`src/rtl/day3_line_framer.sv`:
```
// Checks the 0xAA frame header from ua_rx and packs each line into a right-justified BCD word.
// line_valid rises 1 cycle after a line's last byte; while it waits on line_ready one byte is skid-buffered and further bytes are dropped.
module day3_line_framer #(
  parameter int MAX_BYTES = 50,
  parameter int TIMEOUT   = 120000
) (
  input  logic                   sysclk,
  input  logic                   reset_n,
  input  logic [7:0]             rx_data,
  input  logic                   rx_valid,
  input  logic                   rx_par_ok,
  output logic [8*MAX_BYTES-1:0] line_data,
  output logic                   line_valid,
  input  logic                   line_ready,
  output logic                   line_last,
  output logic [7:0]             line_bytes,
  output logic [11:0]            n_lines,
  output logic [3:0]             n_digits,
  output logic                   frame_done,
  output logic                   hdr_err,
  output logic                   par_err,
  output logic                   ovr_err,
  output logic                   tmo_err
);
  localparam int          DW       = 8 * MAX_BYTES;
  localparam logic [7:0]  MAX_LEN  = 8'(MAX_BYTES);
  localparam logic [16:0] TMO_LAST = 17'(TIMEOUT - 1);

  typedef enum logic [2:0] {SYNC, H1, H2, H3, LOAD, HOLD} state_t;

  state_t      state, state_nxt;
  logic        skid_full;
  logic [7:0]  skid_dat;
  logic [7:0]  len_q;
  logic [7:0]  lines_hi;
  logic [11:0] remaining;
  logic [7:0]  byte_cnt;
  logic [16:0] tmo_cnt;

  logic        in_vld;
  logic [7:0]  in_dat;
  logic        timed;
  logic        tmo_hit;
  logic        handshake;
  logic        line_end;
  logic        hdr_ok;
  logic [11:0] hdr_lines;
  logic [3:0]  hdr_nd;

  // Outside HOLD a buffered byte always goes first; a byte arriving that cycle takes its place.
  always_comb begin
    in_vld = 1'b0;
    in_dat = rx_data;
    if (state != HOLD) begin
      if (skid_full) begin
        in_vld = 1'b1;
        in_dat = skid_dat;
      end else begin
        in_vld = rx_valid;
      end
    end
  end

  always_comb begin
    timed     = state inside {H1, H2, H3, LOAD};
    tmo_hit   = timed && !rx_valid && (tmo_cnt == TMO_LAST);
    handshake = (state == HOLD) && line_ready;
    line_end  = (state == LOAD) && in_vld && ((byte_cnt + 8'd1) == line_bytes);
    hdr_lines = {lines_hi, in_dat[7:4]};
    hdr_nd    = in_dat[3:0];
    hdr_ok    = (len_q != 8'd0) && (len_q <= MAX_LEN) && (hdr_nd != 4'd0) &&
                ({5'd0, hdr_nd} <= {len_q, 1'b0});
  end

  always_ff @(posedge sysclk or negedge reset_n) begin
    if (!reset_n) state <= SYNC;
    else          state <= state_nxt;
  end

  always_comb begin
    state_nxt = state;
    case (state)
      SYNC: if (in_vld && in_dat == 8'hAA) state_nxt = H1;
      H1: begin
        if (tmo_hit)     state_nxt = SYNC;
        else if (in_vld) state_nxt = H2;
      end
      H2: begin
        if (tmo_hit)     state_nxt = SYNC;
        else if (in_vld) state_nxt = H3;
      end
      H3: begin
        if (tmo_hit)     state_nxt = SYNC;
        else if (in_vld) state_nxt = (hdr_ok && hdr_lines != 12'd0) ? LOAD : SYNC;
      end
      LOAD: begin
        if (tmo_hit)       state_nxt = SYNC;
        else if (line_end) state_nxt = HOLD;
      end
      HOLD: if (handshake) state_nxt = (remaining == 12'd1) ? SYNC : LOAD;
      default: state_nxt = SYNC;
    endcase
  end

  always_comb begin
    line_valid = (state == HOLD);
    line_last  = (remaining == 12'd1);
  end

  always_ff @(posedge sysclk or negedge reset_n) begin
    if (!reset_n) begin
      line_data  <= '0;
      line_bytes <= '0;
      n_lines    <= '0;
      n_digits   <= '0;
      frame_done <= 1'b0;
      hdr_err    <= 1'b0;
      par_err    <= 1'b0;
      ovr_err    <= 1'b0;
      tmo_err    <= 1'b0;
      skid_full  <= 1'b0;
      skid_dat   <= '0;
      len_q      <= '0;
      lines_hi   <= '0;
      remaining  <= '0;
      byte_cnt   <= '0;
      tmo_cnt    <= '0;
    end else begin
      frame_done <= 1'b0;
      hdr_err    <= 1'b0;
      tmo_err    <= 1'b0;

      if (!timed || rx_valid || tmo_hit) tmo_cnt <= '0;
      else                               tmo_cnt <= tmo_cnt + 17'd1;

      if (state == HOLD) begin
        if (rx_valid) begin
          if (skid_full) begin
            ovr_err <= 1'b1;
          end else begin
            skid_full <= 1'b1;
            skid_dat  <= rx_data;
          end
        end
      end else if (tmo_hit) begin
        skid_full <= 1'b0;
      end else if (skid_full) begin
        skid_full <= rx_valid;
        skid_dat  <= rx_data;
      end

      if (tmo_hit) begin
        tmo_err   <= 1'b1;
        line_data <= '0;
        byte_cnt  <= '0;
      end else if (in_vld) begin
        case (state)
          H1: len_q    <= in_dat;
          H2: lines_hi <= in_dat;
          H3: begin
            if (hdr_ok) begin
              line_bytes <= len_q;
              n_lines    <= hdr_lines;
              n_digits   <= hdr_nd;
              par_err    <= 1'b0;
              ovr_err    <= 1'b0;
              remaining  <= hdr_lines;
              line_data  <= '0;
              byte_cnt   <= '0;
              if (hdr_lines == 12'd0) frame_done <= 1'b1;
            end else begin
              hdr_err <= 1'b1;
            end
          end
          LOAD: begin
            line_data <= {line_data[DW-9:0], in_dat};
            byte_cnt  <= line_end ? 8'd0 : byte_cnt + 8'd1;
          end
          default: ;
        endcase
      end

      if (handshake) begin
        remaining <= remaining - 12'd1;
        line_data <= '0;
        byte_cnt  <= '0;
        if (remaining == 12'd1) frame_done <= 1'b1;
      end

      // A bad byte in the new frame's header outranks that header's clear.
      if (rx_valid && !rx_par_ok && state != SYNC) par_err <= 1'b1;
    end
  end
endmodule

```
`config.mk`:
```
export PLATFORM = sky130hd
export DESIGN_NAME = day3_line_framer
export DESIGN_NICKNAME = d
export VERILOG_FILES = /design/src/rtl/day3_line_framer.sv
export SDC_FILE = /design/constraint.sdc
export NUM_CORES = 1
export LEC_CHECK = 0
export CAP_MARGIN = 20
export CORE_MARGIN = 2
export CORE_UTILIZATION = 52
export CTS_BUF_LIST = sky130_fd_sc_hd__clkbuf_8
export DETAILED_ROUTE_END_ITERATION = 8
export GPL_TIMING_DRIVEN = 1
export MAX_ROUTING_LAYER = met4
export PLACE_DENSITY = 0.83
export SLEW_MARGIN = 20
export SYNTH_ARGS = -nofsm -noshare
export SYNTH_HDL_FRONTEND = slang
export SYNTH_SLANG_ARGS = --single-unit
export TNS_END_PERCENT = 20
```
`constraint.sdc`:
```
create_clock -name sysclk -period 3.5 [get_ports sysclk]
set_clock_uncertainty 0.05 [all_clocks]
set_input_delay 0.35 -clock sysclk [delete_from_list [all_inputs] [get_ports sysclk]]
set_output_delay 0.35 -clock sysclk [all_outputs]
set_load 0.02 [all_outputs]
```
After elaboration in Yosys (flattened, before gate mapping)
Index checks and enable logic that the tools add are counted.

Bits in registers: 494. Latch bits: 0. Bits in writable memories: 0. Memory bits (read-only): 0. Bits of input ports: 13. Output and inout port bits: 431. Word-level logic and storage cells: 151. Memories: 0.

$add $sub $neg: 3. $mul: 0. Divide/modulo/power cells: 0. $lt $le $gt $ge: 2. Equality and inequality tests: 21. Shift-type cells: 0. Multiplexer cells: 66. Bitwise operators: 1. Reduce and logical (&&, ||, !) cells: 41.

Operator list (count): $mux W400 (4); $pmux W400 S2 (1); $mux W8 (11); $mux W12 (5); $mux W3 (12); $mux W1 (30); $pmux W3 S6 (1); $add A17 B1 Y17 const B (1); $eq A17 B17 Y1 const B (1); $mux W17 (1); $pmux W8 S2 (1); $ne A3 B3 Y1 const B (5); $reduce_bool A2 Y1 (7); $eq A12 B1 Y1 const B (1); $logic_and A1 B1 Y1 (12); $logic_not A12 Y1 (1); $reduce_and A3 Y1 (4); $reduce_and A4 Y1 (3); $reduce_bool A12 Y1 (1); $reduce_bool A4 Y1 (3); $sub A12 B1 Y12 const B (1); $le A4 B9 Y1 (1); $add A8 B1 Y8 const B (1); $eq A8 B8 Y1 (1); 15 further kinds (25).

Depth between registers and ports, before layout
Depth in word-level cells: 11. Depth in mapped cells: 15.

Worst setup path before layout
Ideal clock, no wire load.

Path kind: register to register. Start: reg state[1]. End: reg byte_cnt[3]. Setup time: 96 ps. Arrival time: 2885 ps. Path slack: 469 ps. Cell stages (with the launch flop): 16. Path buffers: 3. Cells stage by stage: dfrtp_1 > buf_4 > nand3b_4 > nand2_2 > mux2i_1 > inv_1 > ha_1 > nor2_1 > a211oi_1 > o21ai_0 > o211a_4 > a21oi_2 > buf_2 > buf_2 > o21ai_0 > o31ai_1.

Elaborated cells between the ends (all ways): 27. Those cells by class: 1 x order compare; 7 x eq/ne; 7 x mux; 12 x reduce/logical.

RTL lines: start, declared (RTL line 31) `state_t state, state_nxt;`; start signal, assigned (RTL line 77) `else state <= state_nxt;`; $ne A3 B3 Y1 * (RTL line 54) `if (state != HOLD) begin`; $mux W8 * (RTL line 54); net in_dat[3] (RTL line 41) `logic [7:0] in_dat;`; parallel branches: the longest is 2 deep, another holds $le A4 B9 Y1; $logic_and A1 B1 Y1 * (RTL line 71) `hdr_ok = (len_q != 8'd0) && (len_q <= MAX_LEN) && (hdr_nd != 4'd0) &&`; $ne A4 B4 Y1 (no line) *; $reduce_and A3 Y1 (no line) *; end signal, assigned (RTL line 177) `byte_cnt <= line_end ? 8'd0 : byte_cnt + 8'd1;`; end, declared (RTL line 37) `logic [7:0] byte_cnt;`.

Mark *: on every way through the listed nets, which the timed path passes. The select of a mux whose other input is x is not followed. A chain may end at the register's enable or synchronous reset.

Worst setup path in the final report
Start: reg state[1]. End: reg line_data[233].

Word-level cells in the longest chain between the ends: 7. Elaborated cells between the ends (all ways): 24. Those cells by class: 1 x order compare; 7 x eq/ne; 6 x mux; 10 x reduce/logical.

RTL lines: $ne A3 B3 Y1 * (RTL line 54); $mux W8 * (RTL line 54); net in_dat[3] (RTL line 41); parallel branches: the longest is 2 deep, another holds $le A4 B9 Y1; $logic_and A1 B1 Y1 * (RTL line 71); $ne A4 B4 Y1 (no line) *; $reduce_and A3 Y1 (no line) *; end signal, assigned (RTL line 176) `line_data <= {line_data[DW-9:0], in_dat};`; end, declared (RTL line 12) `output logic [8*MAX_BYTES-1:0] line_data,`.

Marks and branches as above.

==> results.cfg <==
[timing]
grt_setup_unrepaired = no
finalSetupTns_ps = 0
period_share_pct = 94.6
slew_violations = 0
worst_hold_slack_ps = 277
setup_viol = 0
finalHoldViolations = 0
period_minus_slack_ps = 3310
max_freq_mhz = 302
max_slew_margin_pct = 47.3
worst_pin_slew_ps = 768

[die]
rows = 69
initial_core_util_pct = 52.9
die_height_um = 194
core_um2 = 35600
die_w_um = 194
die_area_um2 = 37700
io_pins = 444

[global_route]
grt_overflow = 0
grt_pass1_vias = 14400
grt_pass1_wl_um = 87300
grt_usage_pct = 30.4
antenna_found_initial = 0
grt_max_degree = 98

[power_and_ir_drop]
p_per_area_nw_per_um2 = 511
ir_worst_vdd_mv = 0.531
power.total_w = 0.0130
p_leak_nw = 11.7

[setup_path]
crit_arrival_ps = 3810
path_class = reg2reg
startpoint_type = register
end_kind = register
path_max_fanout = 54
cp.required_ps = 4000
crit_start = state[1]$_DFFE_PN0P_
reg2reg_from = state[1]$_DFFE_PN0P_

[layout]
stdcell_area_um2 = 25500
antenna_cells = 0
area_growth_pct = 35.3
final_common_cell = dfrtp_1
nets = 1898
fin_cells = 2399
layout-drive-gt1-share_pct = 9.86
final_cell_mix = dfrtp_1, clkdlybuf4s50_1, a22o_1, clkbuf_8, nand2_1

[clocking]
cts_hold_buf = 1
clkTransAtPathRegs_ps = 60
h-tree-depth = 3
cts.sinks = 494
cts_made_buffers = 78
clock_path_buffers = 3
clk_latency_ps = 630
cts_resized = 0
post_cts_buffers = 0
root_buffer = clkbuf_8
cts_tree = yes

[yosys]
synth_warnings = 0
syn_area_um2 = 18800
ys_ff_latch = 494
synth_edf_count = 0
syn_inst = 1421
yosys-top-cells-area = dfrtp_1, a22o_1, nand2_1
synth_top_flop_cell = dfrtp_1
seq_area_frac_synth_pct = 65.7
synthArstFlopShare_pct = 100
syn_nets = 1441
synth_cell_type_count = 70
yosysTopAreaCell = dfrtp_1
syn_avg_cell_area_um2 = 13.2
netlist.area_leader.share_pct = 65.7

[worst_hold_path]
hold_class = in2async

[status]
status = finished clean

[route]
wl_per_cell_um = 23.4
drt_iter0_markers = 1227
vias_per_cell = 6.09
vias = 14600
drt-total-wl_um = 56100
firstDrtPassIters = 5
drc = 0
final_antenna_net_count = 0

[flow_run]
maxCapViolCount = 0

[place]
post-place-cells = 2258
place_congestion = 0.918
placed_area_um2 = 23800
port_buffers = 443
place_hpwl_um = 38000
per-layer routing:
metal  global-route usage [%]  share of wire, %
met1                     39.3                40
met2                     47.4                49
met3                     5.72               6.8
met4                     13.0               4.5
met5                        -                 0
cell type report:
type                    instances  area, µm²
clock buffers                 100       1380
multi-input cells             804       5900
clock inverters                40        234
inverters                      12       45.0
repair buffers                488       4950
fillers                      2366      10100
flip-flops and latches        494      12400
well taps                     461        577
sequential cells by signal, indices dropped and copies added (netlist names):
| signal | cells |
|---|---|
| line_data | 400 |
| tmo_cnt | 17 |
| n_lines | 12 |
| remaining | 12 |
| byte_cnt | 8 |
| len_q | 8 |
| line_bytes | 8 |
| lines_hi | 8 |
| skid_dat | 8 |
| n_digits | 4 |
| state | 3 |
| frame_done | 1 |
| hdr_err | 1 |
| ovr_err | 1 |
| par_err | 1 |
| skid_full | 1 |
| tmo_err | 1 |
worst max-delay path, cell delays in order, from the launching register on:
cell and delay [ps]:
dfrtp_1 460, nand3b_4 230, nand2_2 130, mux2i_1 240, inv_1 90, ha_1 310, nor2_1 50, a211oi_1 210
o21ai_0 130, o211a_4 310, a21oi_4 200, buf_12 250, buf_12 290, a22o_1 230
final timing paths:
path	endpoint	slack (ps)	depth (start not counted)
max reg2reg	line_data[233]$_DFFE_PN0P_	190	13
min	line_data[109]$_DFFE_PN0P_	280	2
max	line_data[233]$_DFFE_PN0P_	190	13
min in group sysclk	par_err$_DFFE_PN0P_	310	3
max in group asynchronous	line_data[349]$_DFFE_PN0P_	2080	3
min reg2reg	n_lines[9]$_DFFE_PN0P_	430	2
synthesized netlist by cell type, types with 4 or more instances:
master / number
nand2b_1: 8
nand4_1: 8
or2_2: 6
a21oi_1: 25
nand2_1: 92
mux2i_1: 6
and3_1: 11
o211ai_1: 5
inv_1: 11
clkbuf_1: 50
buf_2: 42
o31ai_1: 6
xor2_1: 13
buf_1: 7
nand3_1: 32
nor2_1: 60
nor4_1: 7
mux2_2: 8
o311ai_0: 4
ha_1: 7
xnor2_1: 15
buf_4: 12
o21ai_0: 36
a22o_1: 380
nor3_1: 10
dfrtp_1: 494
logic make-up after synthesis:
family	synth area share, %
AOI/OAI and AO/OA	21.7
xor gates and xnor gates	1.30
adders and majority gates	0.466
buffers and inverters	2.97
DFF	65.7
muxes	0.798
and+or+nand+nor	7.00
per-stage QoR:
stage          util, %  setup slack, ps
6_report          71.6              187
5_1_grt           71.6             8.56
4_1_cts           71.6              246
3_5_place_dp      67.0              281
3_3_place_gp      67.0              368
2_1_floorplan        -              469
power breakdown:
part / total [W] / leakage (nW) / switching (W) / internal, W
Sequential: 0.00633 / 6.81 / 0.000298 / 0.00604
Clock: 0.00498 / 0.921 / 0.00226 / 0.00272
Combinational: 0.00168 / 3.99 / 0.00103 / 0.000645
(Power assumes the default switching activity.)
==> variant: new RTL, config.mk and constraints unchanged <==
Put one more register stage on the output `n_digits`. The value now appears one clock later. The other outputs are not delayed to match.
--- a/src/rtl/day3_line_framer.sv
+++ b/src/rtl/day3_line_framer.sv
@@ -28,6 +28,8 @@
 
   typedef enum logic [2:0] {SYNC, H1, H2, H3, LOAD, HOLD} state_t;
 
+  logic [3:0] n_digits_s0;
+
   state_t      state, state_nxt;
   logic        skid_full;
   logic [7:0]  skid_dat;
@@ -112,7 +114,7 @@
       line_data  <= '0;
       line_bytes <= '0;
       n_lines    <= '0;
-      n_digits   <= '0;
+      n_digits_s0 <= '0;
       frame_done <= 1'b0;
       hdr_err    <= 1'b0;
       par_err    <= 1'b0;
@@ -161,7 +163,7 @@
             if (hdr_ok) begin
               line_bytes <= len_q;
               n_lines    <= hdr_lines;
-              n_digits   <= hdr_nd;
+              n_digits_s0 <= hdr_nd;
               par_err    <= 1'b0;
               ovr_err    <= 1'b0;
               remaining  <= hdr_lines;
@@ -191,5 +193,9 @@
       if (rx_valid && !rx_par_ok && state != SYNC) par_err <= 1'b1;
     end
   end
+  always_ff @(posedge sysclk) begin
+    n_digits <= n_digits_s0;
+  end
+
 endmodule
 
Formal check against the unedited RTL: no difference found for any inputs over 4 cycles, from zero or initial values and one cycle with reset_n low; that may be too few to reach the edited logic, so the function may still have changed.
==> variant against the original RTL <==
  * Synthesized area is 0.74% lower
  * Routed wire length down 2.4%
  * Largest power group unchanged
  * Core utilization increased by 0.23 points
  * Design area barely moved
  * Combinational power is 38% higher
  * Power rose by 9.7%
  * Sequential cell count up 4
  * Setup slack got worse by 0.015 ns
  * Highest routed layer unchanged
  * Largest cell class unchanged
==> variant: results <==
[critical_path]
reg2reg_slack_ns = 0.17
crit_start = state[2]$_DFFE_PN0P_
crit_arrival_ns = 3.82
r2r_cells = 14
cpPeakStageDelay_ns = 0.45
r2r-end = line_data[309]$_DFFE_PN0P_
crit_slowest_cell = buf_16
cp_max_fo = 169

[yosys]
synthArstFlopShare = 0.992
synth_area_leaders = dfrtp_1 66%, a22o_1 19%, nand2_1 1.8%
ys_seq_area_frac = 0.666
synth_cells = 1401
ys_top_cells_by_count = 494 x dfrtp_1, 398 x a22o_1, 90 x nand2_1, 67 x clkbuf_1, 53 x nor2_1
ys_types = 57

[clocking]
cts_buffers = 80
clockBufferDepth = 3
htree_num_levels = 3
cts_setup_buffers = 0
clk_latency_ns = 0.63
root_buffer = clkbuf_8

[power]
p_leak_nw = 11.8
irDropWorstVdd_mv = 0.524

[final_layout]
top_regs = line_data x400, tmo_cnt x17
fin_nets = 1885
drive_gt1_frac = 0.100
fillCellCount = 2294
diodes = 0

[global_routing]
grt_max_degree = 170
antenna_found_initial = 0
grt_overflow = 0
grt_pass1_wl_um = 86700
grt.total_usage = 0.302

[route]
finalWirelength_um = 54700
drt_iter0_markers = 1217
viasPerCell = 6.03
dr_total_vias = 14400

[timing]
setup_viol = 0
max_slew_margin = 0.391
clock.fmax_mhz = 301
hold_slack_ns = 0.325

[place]
pre_cts_slack_ns = 0.291
dp_hpwl_um = 37300
dpl_cell_area_um2 = 23800
port_buffers = 443
dp_cells = 2243
place_congestion = 0.944

[status]
outcome = finished clean

[worst_hold_path]
min_path_type = input pin to async pin
variant: cell count changes in the layout (fill, tap and decap cells not counted), moves of 4 or more:
cell	before	now
a22o_1	380	398
nand3_1	32	24
xnor2_1	15	7
nor2_1	59	52
buf_4	30	36
nor2b_1	1	7
or2_2	6	1
clkbuf_8	100	104
dfxtp_1	0	4
nand2b_1	8	4
nand4_1	8	4
variant: kinds of logic after synthesis:
family	share of synthesized area
AO/OA/AOI/OAI	0.223
XOR/XNOR	0.0108
adder cells (fa/ha/maj)	0.00469
buffers and inverters	0.0279
flip-flops	0.666
multiplexers	0.0104
AND/OR/NAND/NOR	0.0569
variant: per-layer routing:
metal / track usage / part of all wire / up-vias
li1: - / - / 6215
met1: 0.398 / 0.40 / 7326
met2: 0.451 / 0.47 / 743
met3: 0.0680 / 0.075 / 149
met4: 0.135 / 0.049 / 0
met5: - / 0 / -
variant: layout make-up:
class | instances | area [um^2] | area share
clock buffer | 104 | 1430 | 0.0562
timing repair buffer | 493 | 4990 | 0.196
clock inverter | 44 | 259 | 0.0102
tap | 461 | 577 | 0.0226
multi-input combinational | 779 | 5730 | 0.225
sequential | 498 | 12400 | 0.488
inverter | 13 | 48.8 | 0.00192
variant: power breakdown:
group          total, mW  switching [mW]  internal, mW
registers           6.79           0.503          6.29
clock network       5.15            2.32          2.83
logic               2.32            1.30          1.02
variant: what timing repair did:
item                                    in CTS  in global routing
resized for setup                            0                  2
hold buffers                                 1                  0
endpoints found under the hold margin       98                  0
endpoints found under the setup margin       0                 86
variant: worst max-delay path by stage:
stage	end
floorplan	byte_cnt[7]$_DFFE_PN0P_
global placement	byte_cnt[0]$_DFFE_PN0P_
global route	line_data[319]$_DFFE_PN0P_
CTS	line_last
finish	line_data[309]$_DFFE_PN0P_
detailed placement	line_data[312]$_DFFE_PN0P_
